[src/rtl/rw_manager_pkg.sv]
// Shared constants and state encoding for the rw_manager instruction fetch path.
package rw_manager_pkg;

   localparam int unsigned INST_ADDR_W  = 7;
   localparam int unsigned INST_DATA_W  = 20;
   localparam int unsigned INST_END_BIT = 19;

   // A sequence is cut off after this many delivered words.
   localparam int unsigned RUN_LIMIT    = 128;
   localparam int unsigned RUN_CNT_W    = 8;

   localparam int unsigned FIFO_DEPTH   = 4;
   localparam int unsigned FIFO_CNT_W   = 3;

   typedef enum logic [1:0] {
      ST_IDLE  = 2'd0,
      ST_FETCH = 2'd1,
      ST_ISSUE = 2'd2
   } fetch_state_e;

endpackage

[src/rtl/rw_manager_inst_fifo.sv]
// Four-entry instruction FIFO with a registered head word and synchronous flush.
module rw_manager_inst_fifo
   import rw_manager_pkg::*;
#(
   parameter int unsigned DATA_W = INST_DATA_W
)(
   input  logic                  clock,
   input  logic                  reset,
   input  logic                  flush,
   input  logic                  push,
   input  logic [DATA_W-1:0]     wdata,
   input  logic                  pop,
   output logic                  out_valid,
   output logic [DATA_W-1:0]     out_data,
   output logic [FIFO_CNT_W-1:0] count
);

   localparam int unsigned PTR_W = $clog2(FIFO_DEPTH);

   logic [DATA_W-1:0]     mem [FIFO_DEPTH];
   logic [PTR_W-1:0]      wr_ptr;
   logic [PTR_W-1:0]      rd_ptr;
   logic [PTR_W-1:0]      rd_ptr_nxt;
   logic [FIFO_CNT_W-1:0] count_after_pop;
   logic [FIFO_CNT_W-1:0] count_nxt;
   logic                  do_pop;

   always_comb begin
      do_pop          = pop & out_valid;
      rd_ptr_nxt      = rd_ptr + PTR_W'(do_pop);
      count_after_pop = count - FIFO_CNT_W'(do_pop);
      count_nxt       = count_after_pop + FIFO_CNT_W'(push);
   end

   // Head register: bypass the incoming word when the FIFO would otherwise be empty.
   always_ff @(posedge clock or posedge reset) begin
      if (reset) begin
         wr_ptr    <= '0;
         rd_ptr    <= '0;
         count     <= '0;
         out_valid <= 1'b0;
         out_data  <= '0;
      end else if (flush) begin
         wr_ptr    <= '0;
         rd_ptr    <= '0;
         count     <= '0;
         out_valid <= 1'b0;
      end else begin
         wr_ptr    <= wr_ptr + PTR_W'(push);
         rd_ptr    <= rd_ptr_nxt;
         count     <= count_nxt;
         out_valid <= (count_nxt != '0);
         if (count_after_pop != '0) begin
            out_data <= mem[rd_ptr_nxt];
         end else if (push) begin
            out_data <= wdata;
         end
      end
   end

   always_ff @(posedge clock) begin
      if (push && !flush) begin
         mem[wr_ptr] <= wdata;
      end
   end

endmodule

[src/rtl/rw_manager_inst_fetch.sv]
// Instruction fetch unit: walks the instruction ROM from start_addr and streams words until END.
// Define RW_MGR_INST_PREFETCH_EN for the 4-deep prefetch FIFO (one word per cycle).
module rw_manager_inst_fetch
   import rw_manager_pkg::*;
#(
   parameter int unsigned ADDR_W  = INST_ADDR_W,
   parameter int unsigned DATA_W  = INST_DATA_W,
   parameter int unsigned END_BIT = INST_END_BIT
)(
   input  logic              clock,
   input  logic              reset,
   input  logic              start,
   input  logic [ADDR_W-1:0] start_addr,
   input  logic              abort,
   output logic [ADDR_W-1:0] rom_rdaddress,
   input  logic [DATA_W-1:0] rom_q,
   output logic              inst_valid,
   input  logic              inst_ready,
   output logic [DATA_W-1:0] inst_data,
   output logic              busy,
   output logic              done,
   output logic              err
);

   fetch_state_e         state;
   fetch_state_e         state_nxt;
   logic [RUN_CNT_W-1:0] run_cnt;
   logic [RUN_CNT_W-1:0] run_cnt_nxt;
   logic [ADDR_W-1:0]    addr_nxt;
   logic                 busy_nxt;
   logic                 done_nxt;
   logic                 err_nxt;
   logic                 hs;
   logic                 head_end;
   logic                 run_last;
   logic                 finish;

   // A handshake ends the run on an END word or on the last word the run limit allows.
   always_comb begin
      hs       = inst_valid & inst_ready;
      head_end = inst_data[END_BIT];
      run_last = (run_cnt == RUN_CNT_W'(RUN_LIMIT - 1));
      finish   = hs & (head_end | run_last);
   end

`ifdef RW_MGR_INST_PREFETCH_EN

   logic                  addr_valid;
   logic                  addr_valid_nxt;
   logic                  q_valid;
   logic                  q_valid_nxt;
   logic                  end_seen;
   logic                  end_seen_nxt;
   logic [RUN_CNT_W-1:0]  fetch_cnt;
   logic [RUN_CNT_W-1:0]  fetch_cnt_nxt;
   logic                  fifo_push;
   logic                  fifo_flush;
   logic [FIFO_CNT_W-1:0] fifo_count;
   logic                  q_end;
   logic                  credit_ok;
   logic                  fetch_req;
   logic                  fetch_last;

   rw_manager_inst_fifo #(.DATA_W(DATA_W)) u_inst_fifo (
      .clock     (clock),
      .reset     (reset),
      .flush     (fifo_flush),
      .push      (fifo_push),
      .wdata     (rom_q),
      .pop       (hs),
      .out_valid (inst_valid),
      .out_data  (inst_data),
      .count     (fifo_count)
   );

   // Words returning after END are dropped; credits count buffered plus in-flight words.
   always_comb begin
      q_end      = rom_q[END_BIT];
      fifo_push  = q_valid & ~end_seen & (state != ST_IDLE);
      credit_ok  = (fifo_count + FIFO_CNT_W'(addr_valid) + FIFO_CNT_W'(q_valid))
                   < FIFO_CNT_W'(FIFO_DEPTH);
      fetch_req  = (state == ST_FETCH) & credit_ok & ~(fifo_push & q_end);
      fetch_last = fetch_req & (fetch_cnt == RUN_CNT_W'(RUN_LIMIT - 1));
   end

   always_ff @(posedge clock or posedge reset) begin
      if (reset) begin
         state         <= ST_IDLE;
         rom_rdaddress <= '0;
         addr_valid    <= 1'b0;
         q_valid       <= 1'b0;
         end_seen      <= 1'b0;
         fetch_cnt     <= '0;
         run_cnt       <= '0;
         busy          <= 1'b0;
         done          <= 1'b0;
         err           <= 1'b0;
      end else begin
         state         <= state_nxt;
         rom_rdaddress <= addr_nxt;
         addr_valid    <= addr_valid_nxt;
         q_valid       <= q_valid_nxt;
         end_seen      <= end_seen_nxt;
         fetch_cnt     <= fetch_cnt_nxt;
         run_cnt       <= run_cnt_nxt;
         busy          <= busy_nxt;
         done          <= done_nxt;
         err           <= err_nxt;
      end
   end

   // FETCH issues reads; ISSUE only drains once fetching has stopped.
   always_comb begin
      state_nxt = state;
      case (state)
         ST_IDLE:  if (start && !abort) state_nxt = ST_FETCH;
         ST_FETCH: begin
            if (abort || finish) begin
               state_nxt = ST_IDLE;
            end else if ((fifo_push && q_end) || fetch_last) begin
               state_nxt = ST_ISSUE;
            end
         end
         ST_ISSUE: if (abort || finish) state_nxt = ST_IDLE;
         default:  state_nxt = ST_IDLE;
      endcase
   end

   always_comb begin
      addr_nxt       = rom_rdaddress;
      addr_valid_nxt = 1'b0;
      q_valid_nxt    = addr_valid;
      end_seen_nxt   = end_seen;
      fetch_cnt_nxt  = fetch_cnt;
      run_cnt_nxt    = run_cnt;
      busy_nxt       = busy;
      done_nxt       = 1'b0;
      err_nxt        = 1'b0;
      fifo_flush     = 1'b0;
      case (state)
         ST_IDLE: begin
            q_valid_nxt = 1'b0;
            if (start && !abort) begin
               addr_nxt       = start_addr;
               addr_valid_nxt = 1'b1;
               fetch_cnt_nxt  = RUN_CNT_W'(1);
               run_cnt_nxt    = '0;
               end_seen_nxt   = 1'b0;
               busy_nxt       = 1'b1;
            end
         end
         default: begin
            if (abort || finish) begin
               fifo_flush  = 1'b1;
               q_valid_nxt = 1'b0;
               busy_nxt    = 1'b0;
               if (!abort) begin
                  done_nxt = 1'b1;
                  err_nxt  = run_last & ~head_end;
               end
            end else begin
               if (hs) run_cnt_nxt = run_cnt + RUN_CNT_W'(1);
               if (fetch_req) begin
                  addr_nxt       = rom_rdaddress + ADDR_W'(1);
                  addr_valid_nxt = 1'b1;
                  fetch_cnt_nxt  = fetch_cnt + RUN_CNT_W'(1);
               end
               if (fifo_push && q_end) end_seen_nxt = 1'b1;
            end
         end
      endcase
   end

`else

   logic              valid_nxt;
   logic [DATA_W-1:0] data_nxt;

   always_ff @(posedge clock or posedge reset) begin
      if (reset) begin
         state         <= ST_IDLE;
         rom_rdaddress <= '0;
         inst_valid    <= 1'b0;
         inst_data     <= '0;
         run_cnt       <= '0;
         busy          <= 1'b0;
         done          <= 1'b0;
         err           <= 1'b0;
      end else begin
         state         <= state_nxt;
         rom_rdaddress <= addr_nxt;
         inst_valid    <= valid_nxt;
         inst_data     <= data_nxt;
         run_cnt       <= run_cnt_nxt;
         busy          <= busy_nxt;
         done          <= done_nxt;
         err           <= err_nxt;
      end
   end

   always_comb begin
      state_nxt = state;
      case (state)
         ST_IDLE:  if (start && !abort) state_nxt = ST_FETCH;
         ST_FETCH: state_nxt = abort ? ST_IDLE : ST_ISSUE;
         ST_ISSUE: begin
            if (abort || finish) begin
               state_nxt = ST_IDLE;
            end else if (hs) begin
               state_nxt = ST_FETCH;
            end
         end
         default:  state_nxt = ST_IDLE;
      endcase
   end

   // ISSUE's first cycle captures the ROM word; inst_valid rises the cycle after.
   always_comb begin
      addr_nxt    = rom_rdaddress;
      valid_nxt   = inst_valid;
      data_nxt    = inst_data;
      run_cnt_nxt = run_cnt;
      busy_nxt    = busy;
      done_nxt    = 1'b0;
      err_nxt     = 1'b0;
      case (state)
         ST_IDLE: begin
            if (start && !abort) begin
               addr_nxt    = start_addr;
               run_cnt_nxt = '0;
               busy_nxt    = 1'b1;
            end
         end
         ST_FETCH: begin
            if (abort) busy_nxt = 1'b0;
         end
         ST_ISSUE: begin
            if (abort) begin
               valid_nxt = 1'b0;
               busy_nxt  = 1'b0;
            end else if (!inst_valid) begin
               valid_nxt = 1'b1;
               data_nxt  = rom_q;
            end else if (hs) begin
               valid_nxt   = 1'b0;
               run_cnt_nxt = run_cnt + RUN_CNT_W'(1);
               if (finish) begin
                  done_nxt = 1'b1;
                  err_nxt  = run_last & ~head_end;
                  busy_nxt = 1'b0;
               end else begin
                  addr_nxt = rom_rdaddress + ADDR_W'(1);
               end
            end
         end
         default: ;
      endcase
   end

`endif

endmodule
[config.mk]
export PLATFORM = sky130hd
export DESIGN_NAME = rw_manager_inst_fetch
export DESIGN_NICKNAME = d
export VERILOG_FILES = /design/src/rtl/rw_manager_pkg.sv /design/src/rtl/rw_manager_inst_fifo.sv /design/src/rtl/rw_manager_inst_fetch.sv
export SDC_FILE = /design/constraint.sdc
export NUM_CORES = 1
export LEC_CHECK = 0
export BUFFER_PORTS_ARGS = -buffer_cell sky130_fd_sc_hd__buf_2
export CORE_MARGIN = 2
export CORE_UTILIZATION = 30
export CTS_CLUSTER_DIAMETER = 200
export DETAILED_ROUTE_END_ITERATION = 10
export GPL_TIMING_DRIVEN = 0
export SYNTH_ARGS = -nofsm -noshare
export SYNTH_HDL_FRONTEND = slang
export SYNTH_SLANG_ARGS = --single-unit
[constraint.sdc]
create_clock -name clock -period 2.9 [get_ports clock]
set_clock_uncertainty 0.05 [all_clocks]
set_input_delay 0.29 -clock clock [delete_from_list [all_inputs] [get_ports clock]]
set_output_delay 0.29 -clock clock [all_outputs]
set_load 0.05 [all_outputs]
==> flow_metrics.env <==
export IMPL_status="finished, final reports clean"
export IMPL_antenna_found_initial=0
export IMPL_synth_edf_count=0
export IMPL_core_um2=6350
export IMPL_fmax_mhz=428
export IMPL_hold_ws_ns=0.119
export IMPL_cpLargestDelayFamily="simple AND/OR/NAND/NOR gates"
export IMPL_hpwl_mm=2.96
export IMPL_synthDistinctLibCells=31
export IMPL_rrSetupSlack_ns=0.56
export IMPL_end_kind="flip-flop"
export IMPL_die_x_um=84.9
export IMPL_critPathLaunchType="flip-flop"
export IMPL_routabilityCongestion=0.797
export IMPL_start_util_pct=30.9
export IMPL_crit_chain="inv_1, ha_1, inv_1, nor3_1, a21oi_1, o21ai_0, nand3_1"
export IMPL_r2r_end="rom_rdaddress[2]"
export IMPL_rsz0062_at_grt="false"
export IMPL_required_ns=3.03
export IMPL_hold_violations=0
export IMPL_synth_seq_cells=41
export IMPL_drv_cap=0
export IMPL_synth_area_um2=1960
export IMPL_hp_class="input port to async pin"
export IMPL_fin_setup_tns_ns=0
export IMPL_maxSlewViolCount=0
export IMPL_synth_ff_type="dfrtp_1"
export IMPL_root_buffer="clkbuf_8"
export IMPL_synth_top_cell_area_share_pct=52.3
export IMPL_fin_crit_ns=2.34
export IMPL_cts_htree_levels=2
export IMPL_dp_slack_ns=0.539
export IMPL_fin_nets=287
export IMPL_cp_max_fo=8
export IMPL_leakagePower_nw=1.24
export IMPL_grt_ovfl_total=0
export IMPL_path_class="flip-flop to flip-flop"
export IMPL_final_layout_size_suffix_gt1_share_pct=38.6
export IMPL_cts_hold_buf=0
export IMPL_dieArea_um2=7200
export IMPL_via_count=1534
export IMPL_ctsLongestPathBuffers=2
export IMPL_clkSlewWorstSetupHoldPaths_ns=0.08
export IMPL_std_cell_rows=29
export IMPL_async_flop_share_pct=100
export IMPL_cpMostUsedCell="inv_1"
export IMPL_cts_tree="yes"
export IMPL_ctsResizeCount=0
export IMPL_ys_seq_area_share_pct=52.3
export IMPL_ir_worst_vdd_v=0.000647
export IMPL_multi_input_comb_area_um2=875
export IMPL_io_pins=63
export IMPL_port_buffers=62
export IMPL_cts_sinks=41
export IMPL_max_slew_margin_pct=39.8
export IMPL_syn_avg_cell_area_um2=11.0
export IMPL_cp_num_buf_inv=2
export IMPL_dr_first_iter_drc_count=41
export IMPL_diodes=0
export IMPL_setup_slack_ns=0.562
export IMPL_setup_violations_final=0
export IMPL_area_growth_syn_to_layout_pct=27.6
export IMPL_grt_pass1_wl_mm=7.04
export IMPL_syn_nets=218
export IMPL_postCtsSetupBuffers=0
export IMPL_postSynthCellCount=179
export IMPL_grt_pass1_vias=1519
export IMPL_worst_pin_slew_ns=0.896
export IMPL_yosysTopAreaCell="dfrtp_1"
export IMPL_yosys_top_cells_count="dfrtp_1 (41), mux2_2 (20), nand2_1 (16)"
export IMPL_grt_usage_pct=12.3
export IMPL_power_density_nw_per_um2=1210
export IMPL_ff2ff_path_depth=7
export IMPL_ant_nets=0
export IMPL_num_fill_cells=656
export IMPL_synth_most_common_cell="dfrtp_1"
export IMPL_seqCellArea_um2=1030
export IMPL_grt_max_degree=42
export IMPL_drtPass1Iterations=4
export IMPL_synthTopCellsByArea="dfrtp_1 (52%), mux2_2 (11%), ha_1 (4.5%), nand2_1 (3.1%), nand3_1 (2.8%)"
export IMPL_ys_warn_count=0
export IMPL_route_detailed_drc=0
export IMPL_wl_per_cell_um=12.4
export IMPL_finalWirelength_mm=4.03
export IMPL_die_y_um=84.9
export IMPL_clkLatencyLatePin_ns=0.29
export IMPL_critPathMaxStageDelay_ns=0.73
export IMPL_r2r_start="state[1]"
export IMPL_numCtsBuffers=5
export IMPL_cpMaxStageDelayCell="nor3_1"
export IMPL_cp_num_cells=7
export IMPL_min_period_over_period_pct=80.6
export IMPL_crit_arrival_ns=2.47
export IMPL_drt_vias_per_instance=4.71
-- flip-flops by register name (all words and copies together), names as in the netlist --
signal / cells
done: 1
inst_data: 20
state: 2
busy: 1
rom_rdaddress: 7
run_cnt: 8
err: 1
inst_valid: 1
-- stage by stage --
| stage | cell area [µm²] | cells | power (W) | util, % |
|---|---|---|---|---|
| final | 2500 | 326 | 0.00302 | 39.4 |
| after global routing | 2500 | 326 | 0.00322 | 39.4 |
| after CTS | 2500 | 326 | 0.00306 | 39.4 |
| after detailed placement | 2370 | 318 | 0.00251 | 37.3 |
| after global placement | 2370 | 318 | 0.00248 | 37.3 |
| after floorplan | 1960 | 179 | 0.00214 | - |
-- logic make-up (layout without fill, tap and decap cells) --
group	count (synthesis)	after routing	share of synthesized area, %
flip-flops	41	41	52.3
AND/OR/NAND/NOR	66	66	17.2
multiplexers	23	23	13.0
buffers and inverters	15	85	3.13
XOR/XNOR	5	5	2.23
AO/OA/AOI/OAI	22	22	7.72
adder cells (fa/ha/maj)	7	7	4.46
-- cells in the final DEF, fill, tap and decap left out --
cell type / Yosys / routed
nor3b_1: 2 / 2
clkinv_2: 0 / 1
nand4_1: 2 / 2
nor3_1: 2 / 2
buf_2: 4 / 66
inv_1: 10 / 9
a2111oi_4: 1 / 1
a211oi_1: 1 / 1
inv_2: 0 / 1
o41ai_1: 1 / 1
bufinv_16: 0 / 2
ha_1: 7 / 7
and3_1: 2 / 2
xor2_1: 5 / 5
clkbuf_8: 0 / 5
nor2_1: 14 / 14
a21o_1: 2 / 2
mux2i_1: 3 / 3
a2111oi_0: 1 / 1
nand4b_1: 3 / 3
or3_1: 1 / 1
clkbuf_1: 1 / 1
nand3b_1: 2 / 2
nand2b_1: 3 / 3
nand3_1: 11 / 11
or3b_1: 1 / 1
nand2_1: 16 / 16
nor2b_1: 5 / 5
and2_0: 1 / 1
mux2_2: 20 / 20
a21oi_1: 6 / 6
o31a_1: 1 / 1
dfrtp_1: 41 / 41
nor4_1: 1 / 1
o21ai_0: 9 / 9
-- power breakdown --
group	switching [W]	internal, W	total (W)
logic	0.00108	0.000441	0.00152
clock network	0.000206	0.000342	0.000548
registers	0.000157	0.000791	0.000947
total	0.00144	0.00157	0.00302
-- how the worst max path moves through the flow --
stage / to / from
detailed placement: rom_rdaddress[2] / state[1]
global placement: rom_rdaddress[2] / state[1]
global route: rom_rdaddress[2] / state[0]
floorplan: run_cnt[5] / inst_valid
CTS: rom_rdaddress[2] / state[1]
finish: rom_rdaddress[2] / state[1]
-- worst reg2reg max path, delay by kind of cell (launching register included) --
family / cells / cell delay [ns]
and+or+nand+nor: 2 / 0.83
adders and majority gates: 1 / 0.22
AOI/OAI and AO/OA: 2 / 0.51
DFF: 1 / 0.44
buffers and inverters: 2 / 0.18
-- area by class of cell --
cell class	instances	area share (%)
Sequential cell	41	41.0
Multi-Input combinational cell	123	35.0
Timing Repair Buffer	62	12.4
Tap cell	77	3.85
Clock buffer	5	2.75
Clock inverter	3	2.60
Inverter	10	1.50
Buffer	5	0.950
-- metal layers --
metal	up-vias	global-route usage (%)	wire length, µm
met3	4	4.09	203
met1	739	15.4	1860
li1	756	-	-
met4	0	3.90	51
met2	35	20.2	1920
met5	-	0	0
(Power assumes the default switching activity.)
